$ cat config.mk
export PLATFORM = sky130hd
export DESIGN_NAME = bcd_updown_counter
export DESIGN_NICKNAME = d
export VERILOG_FILES = /design/src/rtl/bcd_updown_counter.sv
export SDC_FILE = /design/constraint.sdc
export NUM_CORES = 1
export LEC_CHECK = 0
export CAP_MARGIN = 40
export CORE_MARGIN = 2
export CORE_UTILIZATION = 30
export CTS_BUF_LIST = sky130_fd_sc_hd__clkbuf_8
export CTS_CLUSTER_SIZE = 16
export DETAILED_ROUTE_END_ITERATION = 8
export PLACE_DENSITY = 0.5
export SETUP_SLACK_MARGIN = 0.15
export SLEW_MARGIN = 0
export SYNTH_ARGS = -nofsm -noshare
export SYNTH_HDL_FRONTEND = slang
export SYNTH_SLANG_ARGS = --single-unit
export TNS_END_PERCENT = 100
$ cat constraint.sdc
create_clock -name clk -period 2.6 [get_ports clk]
set_input_delay 0.39 -clock clk [delete_from_list [all_inputs] [get_ports clk]]
set_output_delay 0.39 -clock clk [all_outputs]
set_load 0.02 [all_outputs]
$ cat src/rtl/bcd_updown_counter.sv
// N-digit registered BCD up/down counter with validated parallel load,
// wrap or saturate limits, and one-cycle carry/borrow/load_err pulses
// suitable for cascading stages.
module bcd_updown_counter #(
    parameter int N_DIGITS = 3,
    parameter bit SATURATE = 1'b0
) (
    input  logic                  clk,
    input  logic                  reset,
    input  logic                  clr,
    input  logic                  load,
    input  logic [4*N_DIGITS-1:0] bcd_in,
    input  logic                  en,
    input  logic                  up,
    output logic [4*N_DIGITS-1:0] bcd_out,
    output logic                  carry,
    output logic                  borrow,
    output logic                  load_err,
    output logic                  at_max,
    output logic                  at_min
);

    localparam int W = 4 * N_DIGITS;

    logic [W-1:0] cnt;
    logic [W-1:0] inc_val;
    logic [W-1:0] dec_val;
    logic         inc_c;
    logic         dec_b;
    logic         all_nines;
    logic         all_zeros;
    logic         load_ok;

    // Ripple increment/decrement across digits and detect the limit values.
    always_comb begin
        inc_val   = cnt;
        dec_val   = cnt;
        inc_c     = 1'b1;
        dec_b     = 1'b1;
        all_nines = 1'b1;
        all_zeros = 1'b1;
        for (int i = 0; i < N_DIGITS; i++) begin
            if (inc_c) begin
                if (cnt[4*i +: 4] == 4'd9) begin
                    inc_val[4*i +: 4] = 4'd0;
                end else begin
                    inc_val[4*i +: 4] = cnt[4*i +: 4] + 4'd1;
                    inc_c = 1'b0;
                end
            end
            if (dec_b) begin
                if (cnt[4*i +: 4] == 4'd0) begin
                    dec_val[4*i +: 4] = 4'd9;
                end else begin
                    dec_val[4*i +: 4] = cnt[4*i +: 4] - 4'd1;
                    dec_b = 1'b0;
                end
            end
            if (cnt[4*i +: 4] != 4'd9) all_nines = 1'b0;
            if (cnt[4*i +: 4] != 4'd0) all_zeros = 1'b0;
        end
    end

    // A load is accepted only when every incoming digit is a legal BCD value.
    always_comb begin
        load_ok = 1'b1;
        for (int i = 0; i < N_DIGITS; i++) begin
            if (bcd_in[4*i +: 4] > 4'd9) load_ok = 1'b0;
        end
    end

    // Count register and pulse flags; clr beats load beats en on each edge.
    always_ff @(posedge clk or posedge reset) begin
        if (reset) begin
            cnt      <= '0;
            carry    <= 1'b0;
            borrow   <= 1'b0;
            load_err <= 1'b0;
        end else begin
            carry    <= 1'b0;
            borrow   <= 1'b0;
            load_err <= 1'b0;
            if (clr) begin
                cnt <= '0;
            end else if (load) begin
                if (load_ok) begin
                    cnt <= bcd_in;
                end else begin
                    load_err <= 1'b1;
                end
            end else if (en) begin
                if (up) begin
                    if (all_nines) begin
                        carry <= 1'b1;
                        if (!SATURATE) cnt <= '0;
                    end else begin
                        cnt <= inc_val;
                    end
                end else begin
                    if (all_zeros) begin
                        borrow <= 1'b1;
                        if (!SATURATE) cnt <= {N_DIGITS{4'd9}};
                    end else begin
                        cnt <= dec_val;
                    end
                end
            end
        end
    end

    assign bcd_out = cnt;
    assign at_max  = all_nines;
    assign at_min  = all_zeros;

endmodule

==> run_summary.xml, run 1 <==
<?xml version="1.0" encoding="UTF-8"?>
<metrics>
  <group name="run_status">
    <metric name="result_of_the_run" unit="">finished clean</metric>
  </group>
  <group name="yosys">
    <metric name="synth_enable_flop_cells" unit="">0</metric>
    <metric name="synth.area.top_cells" unit="">sky130_fd_sc_hd__dfrtp_1, sky130_fd_sc_hd__o21ai_0, sky130_fd_sc_hd__mux2_2, sky130_fd_sc_hd__ha_1, sky130_fd_sc_hd__clkbuf_8</metric>
    <metric name="synth_flop_cell" unit="">sky130_fd_sc_hd__dfrtp_1</metric>
    <metric name="synth_nets" unit="">187</metric>
    <metric name="synth.yosys.seq_area_share" unit="">0.263</metric>
    <metric name="post-synth-top-count-cell" unit="">sky130_fd_sc_hd__o21ai_0</metric>
    <metric name="netlist.top_cell.by_area" unit="">sky130_fd_sc_hd__dfrtp_1</metric>
    <metric name="synthCells" unit="">163</metric>
    <metric name="synth-seq-cells" unit="">15</metric>
    <metric name="ys_types" unit="">52</metric>
    <metric name="yosysTopAreaCellShare" unit="">0.263</metric>
    <metric name="synth.avg_cell_area" unit="um^2">8.77</metric>
    <metric name="synth_common_cells" unit="">sky130_fd_sc_hd__o21ai_0, sky130_fd_sc_hd__dfrtp_1, sky130_fd_sc_hd__inv_1, sky130_fd_sc_hd__a21oi_1, sky130_fd_sc_hd__nand2_1</metric>
    <metric name="syn_area" unit="um^2">1430</metric>
    <metric name="async_reset_ff_frac" unit="">1.00</metric>
    <metric name="yosys_warnings" unit="">0</metric>
  </group>
  <group name="clock_network">
    <metric name="hold_buffers" unit="">0</metric>
    <metric name="post-cts-setup-buffer-count" unit="">0</metric>
    <metric name="register_clock_pin_slew_on_the_reported_worst_setup_and_hold_paths" unit="ns">0.07</metric>
    <metric name="clock_insertion_delay_worst_skew" unit="ns">0.26</metric>
    <metric name="cts_tree" unit="">done</metric>
    <metric name="cts-root-buf" unit="">sky130_fd_sc_hd__clkbuf_8</metric>
    <metric name="clkSinkCount" unit="">15</metric>
    <metric name="clockBufferDepth" unit="">2</metric>
    <metric name="cts_inserted_buffers" unit="">3</metric>
    <metric name="htreeDepth" unit="">1</metric>
  </group>
  <group name="worst_setup_path">
    <metric name="required" unit="ns">2.21</metric>
    <metric name="r2r_start" unit="">bcd_out[4]$_DFFE_PP0P_</metric>
    <metric name="timing.setup.critical_path_class" unit="">reg2out</metric>
    <metric name="timing.critical_path.from" unit="">bcd_out[5]$_DFFE_PP0P_</metric>
    <metric name="data_arrival_critical_path" unit="ns">1.85</metric>
    <metric name="crit-reg2reg-capture" unit="">bcd_out[9]$_DFFE_PP0P_</metric>
    <metric name="critical_path_peak_fanout" unit="">4</metric>
    <metric name="timing.critical_path.cells" unit="">inv_1 &gt; ha_1 &gt; nand3b_1 &gt; nor4_2 &gt; dlygate4sd2_1</metric>
    <metric name="critical_path.endpoint_type" unit="">output pin</metric>
    <metric name="r2r_cells" unit="">7</metric>
    <metric name="r2r_setup_slack" unit="ns">0.63</metric>
    <metric name="cpPeakStageDelay" unit="ns">0.38</metric>
    <metric name="kind_of_launch_point_of_the_worst_setup_path" unit="">flop</metric>
    <metric name="crit_end" unit="">at_max</metric>
    <metric name="cpMaxStageDelayCell" unit="">sky130_fd_sc_hd__dfrtp_1</metric>
  </group>
  <group name="routing">
    <metric name="detailroute.via_count" unit="">1458</metric>
    <metric name="drt-vias-per-instance" unit="">5.63</metric>
    <metric name="dr.first_iter.drc_count" unit="">159</metric>
    <metric name="wirelength" unit="um">4290</metric>
    <metric name="wl_per_cell" unit="um">16.5</metric>
    <metric name="antenna_left" unit="">0</metric>
    <metric name="drc" unit="">0</metric>
    <metric name="drt_first_pass_iters" unit="">4</metric>
  </group>
  <group name="hold_path">
    <metric name="hp_class" unit="">in2async</metric>
  </group>
  <group name="layout">
    <metric name="area_growth" unit="%">32.4</metric>
    <metric name="fin_cells" unit="">259</metric>
    <metric name="fill_cells" unit="">467</metric>
    <metric name="insertedDiodeCount" unit="">0</metric>
    <metric name="final_layout_size_suffix_gt1_frac" unit="">0.215</metric>
    <metric name="nets" unit="">230</metric>
    <metric name="utilization" unit="">0.406</metric>
    <metric name="final_design_instance_area_without_fill" unit="um^2">1890</metric>
  </group>
  <group name="timing">
    <metric name="timing.final.crit_period" unit="ns">2.24</metric>
    <metric name="setup_total_negative_slack" unit="ns">0</metric>
    <metric name="max_freq" unit="MHz">446</metric>
    <metric name="timing.final.crit_share" unit="">0.863</metric>
    <metric name="report.final.setup_viol" unit="">0</metric>
    <metric name="whs" unit="ns">0.525</metric>
    <metric name="finalMaxSlewViolations" unit="">0</metric>
    <metric name="worst_slew_margin_rel" unit="">0.551</metric>
    <metric name="grt_setup_unrepaired" unit="">no</metric>
    <metric name="layout_setup_ws" unit="ns">0.355</metric>
    <metric name="timing.clock.skew" unit="ns">0.00653</metric>
    <metric name="report.final.hold_viol_count" unit="">0</metric>
    <metric name="worst-slew-pin-transition" unit="ns">0.672</metric>
  </group>
  <group name="power_and_ir_drop">
    <metric name="power.total" unit="mW">1.01</metric>
    <metric name="vdd_drop_max" unit="V">0.000236</metric>
    <metric name="pwr_density_cell" unit="nW/um^2">535</metric>
    <metric name="leakagePower" unit="nW">0.783</metric>
  </group>
  <group name="floorplanning">
    <metric name="die_area" unit="um^2">5330</metric>
    <metric name="overall_die_width" unit="um">73.0</metric>
    <metric name="fp.coreArea" unit="um^2">4660</metric>
    <metric name="row_count" unit="">25</metric>
    <metric name="die-height" unit="um">73.0</metric>
    <metric name="floorplan.initialDensity" unit="">0.307</metric>
    <metric name="io_pins" unit="">35</metric>
  </group>
  <group name="grt">
    <metric name="first_global_vias" unit="">1414</metric>
    <metric name="overflow" unit="">0</metric>
    <metric name="number_of_antenna_violations_at_the_first_check_in_global_routing" unit="">0</metric>
    <metric name="gr-usage-all-layers" unit="">0.174</metric>
    <metric name="grt_pass1_wl" unit="um">7180</metric>
    <metric name="maximum_number_of_pins_on_one_net_before_global_route_repair" unit="">16</metric>
  </group>
  <group name="placed_design">
    <metric name="placedInstanceArea" unit="um^2">1840</metric>
    <metric name="pre_cts_slack" unit="ns">0.109</metric>
    <metric name="placed_cells" unit="">255</metric>
    <metric name="finalWeightedCongestion" unit="">0.892</metric>
    <metric name="place_hpwl" unit="um">3320</metric>
    <metric name="placement.io_buffers" unit="">34</metric>
  </group>
  <group name="flow_run">
    <metric name="max-cap-violations" unit="">0</metric>
  </group>
</metrics>
==> cells by family (layout without fill, tap and decap cells) <==
logic type	after synthesis	after routing	share of synthesized area
AOI/OAI and AO/OA	60	60	0.299
xor gates and xnor gates	2	2	0.0123
adders and majority gates	6	6	0.0525
buffers and inverters	26	68	0.117
DFF	15	15	0.263
muxes	8	8	0.0622
and+or+nand+nor	46	46	0.194
==> sequential cells by signal (all words and copies together), names as in the netlist <==
register / flops
borrow: 1
load_err: 1
bcd_out: 12
carry: 1
==> metal layers <==
layer	track usage	vias to the layer above	part of all wire
li1	-	702	-
met2	0.281	43	0.48
met1	0.231	709	0.46
met3	0.0428	4	0.052
met5	0	-	0
met4	0.0432	0	0.0079
==> layout by cell type (no fill, tap or decap), types with 2 or more instances in the layout <==
cell type,Yosys,routed
sky130_fd_sc_hd__inv_1,14,15
sky130_fd_sc_hd__nor4_1,3,2
sky130_fd_sc_hd__dfrtp_1,15,15
sky130_fd_sc_hd__nor3_1,5,5
sky130_fd_sc_hd__or3b_4,2,2
sky130_fd_sc_hd__nor2_1,6,6
sky130_fd_sc_hd__nand3b_1,4,4
sky130_fd_sc_hd__clkdlybuf4s50_1,0,32
sky130_fd_sc_hd__nor3b_2,1,2
sky130_fd_sc_hd__a31oi_1,7,7
sky130_fd_sc_hd__and3_1,3,3
sky130_fd_sc_hd__a211oi_1,2,2
sky130_fd_sc_hd__a21oi_1,8,8
sky130_fd_sc_hd__clkbuf_8,4,3
sky130_fd_sc_hd__o31ai_1,3,3
sky130_fd_sc_hd__o22ai_1,2,2
sky130_fd_sc_hd__o211ai_1,5,5
sky130_fd_sc_hd__nand3_1,3,3
sky130_fd_sc_hd__o21ai_0,17,17
sky130_fd_sc_hd__mux2_2,7,7
sky130_fd_sc_hd__nand2b_1,3,3
sky130_fd_sc_hd__buf_4,0,16
sky130_fd_sc_hd__o21ai_2,2,2
sky130_fd_sc_hd__nand2_1,8,8
sky130_fd_sc_hd__ha_1,6,6
==> worst max-delay path: cells and delay by family (launching register included) <==
family / cells / cell delay [ns]
simple gates: 2 / 0.52
fa+ha+maj: 1 / 0.22
flops: 1 / 0.38
buf+inv: 2 / 0.47
==> power breakdown <==
group / total, mW / switching [mW] / internal [mW]
registers: 0.301 / 0.0368 / 0.265
logic: 0.513 / 0.268 / 0.246
clock network: 0.198 / 0.0930 / 0.105
total: 1.01 / 0.398 / 0.615
==> worst min path at each step <==
stage / startpoint / end / slack [ns] / cells after the start
floorplan: reset / bcd_out[0]$_DFFE_PP0P_ / 0.29 / 1
global placement: bcd_out[5]$_DFFE_PP0P_ / bcd_out[5]$_DFFE_PP0P_ / 0.62 / 2
detailed placement: bcd_out[5]$_DFFE_PP0P_ / bcd_out[5]$_DFFE_PP0P_ / 0.62 / 2
CTS: reset / bcd_out[11]$_DFFE_PP0P_ / 0.53 / 2
global route: reset / bcd_out[4]$_DFFE_PP0P_ / 0.57 / 2
finish: reset / bcd_out[4]$_DFFE_PP0P_ / 0.53 / 2
==> area by class of cell <==
type	count	area (um^2)	share of cell area
Tap cell	54	67.6	0.0357
Inverter	14	52.6	0.0278
Clock inverter	1	3.75	0.00198
Multi-Input combinational cell	122	897	0.474
Clock buffer	3	41.3	0.0218
Timing Repair Buffer	50	454	0.240
Sequential cell	15	375	0.198
==> repair_timing <==
item                       in CTS  in global routing
setup endpoints to repair       2                  1
pin swaps                       0                  0
gates cloned                    0                  0
resized for setup               3                  3
No activity file was read; power rests on OpenSTA's default activity.
==> inputs of run 2 (changes only) <==
Settings changed: SLEW_MARGIN 0 to 20.
==> results of run 2 <==
Final layout, timing and power as in run 1 (identical DEF).
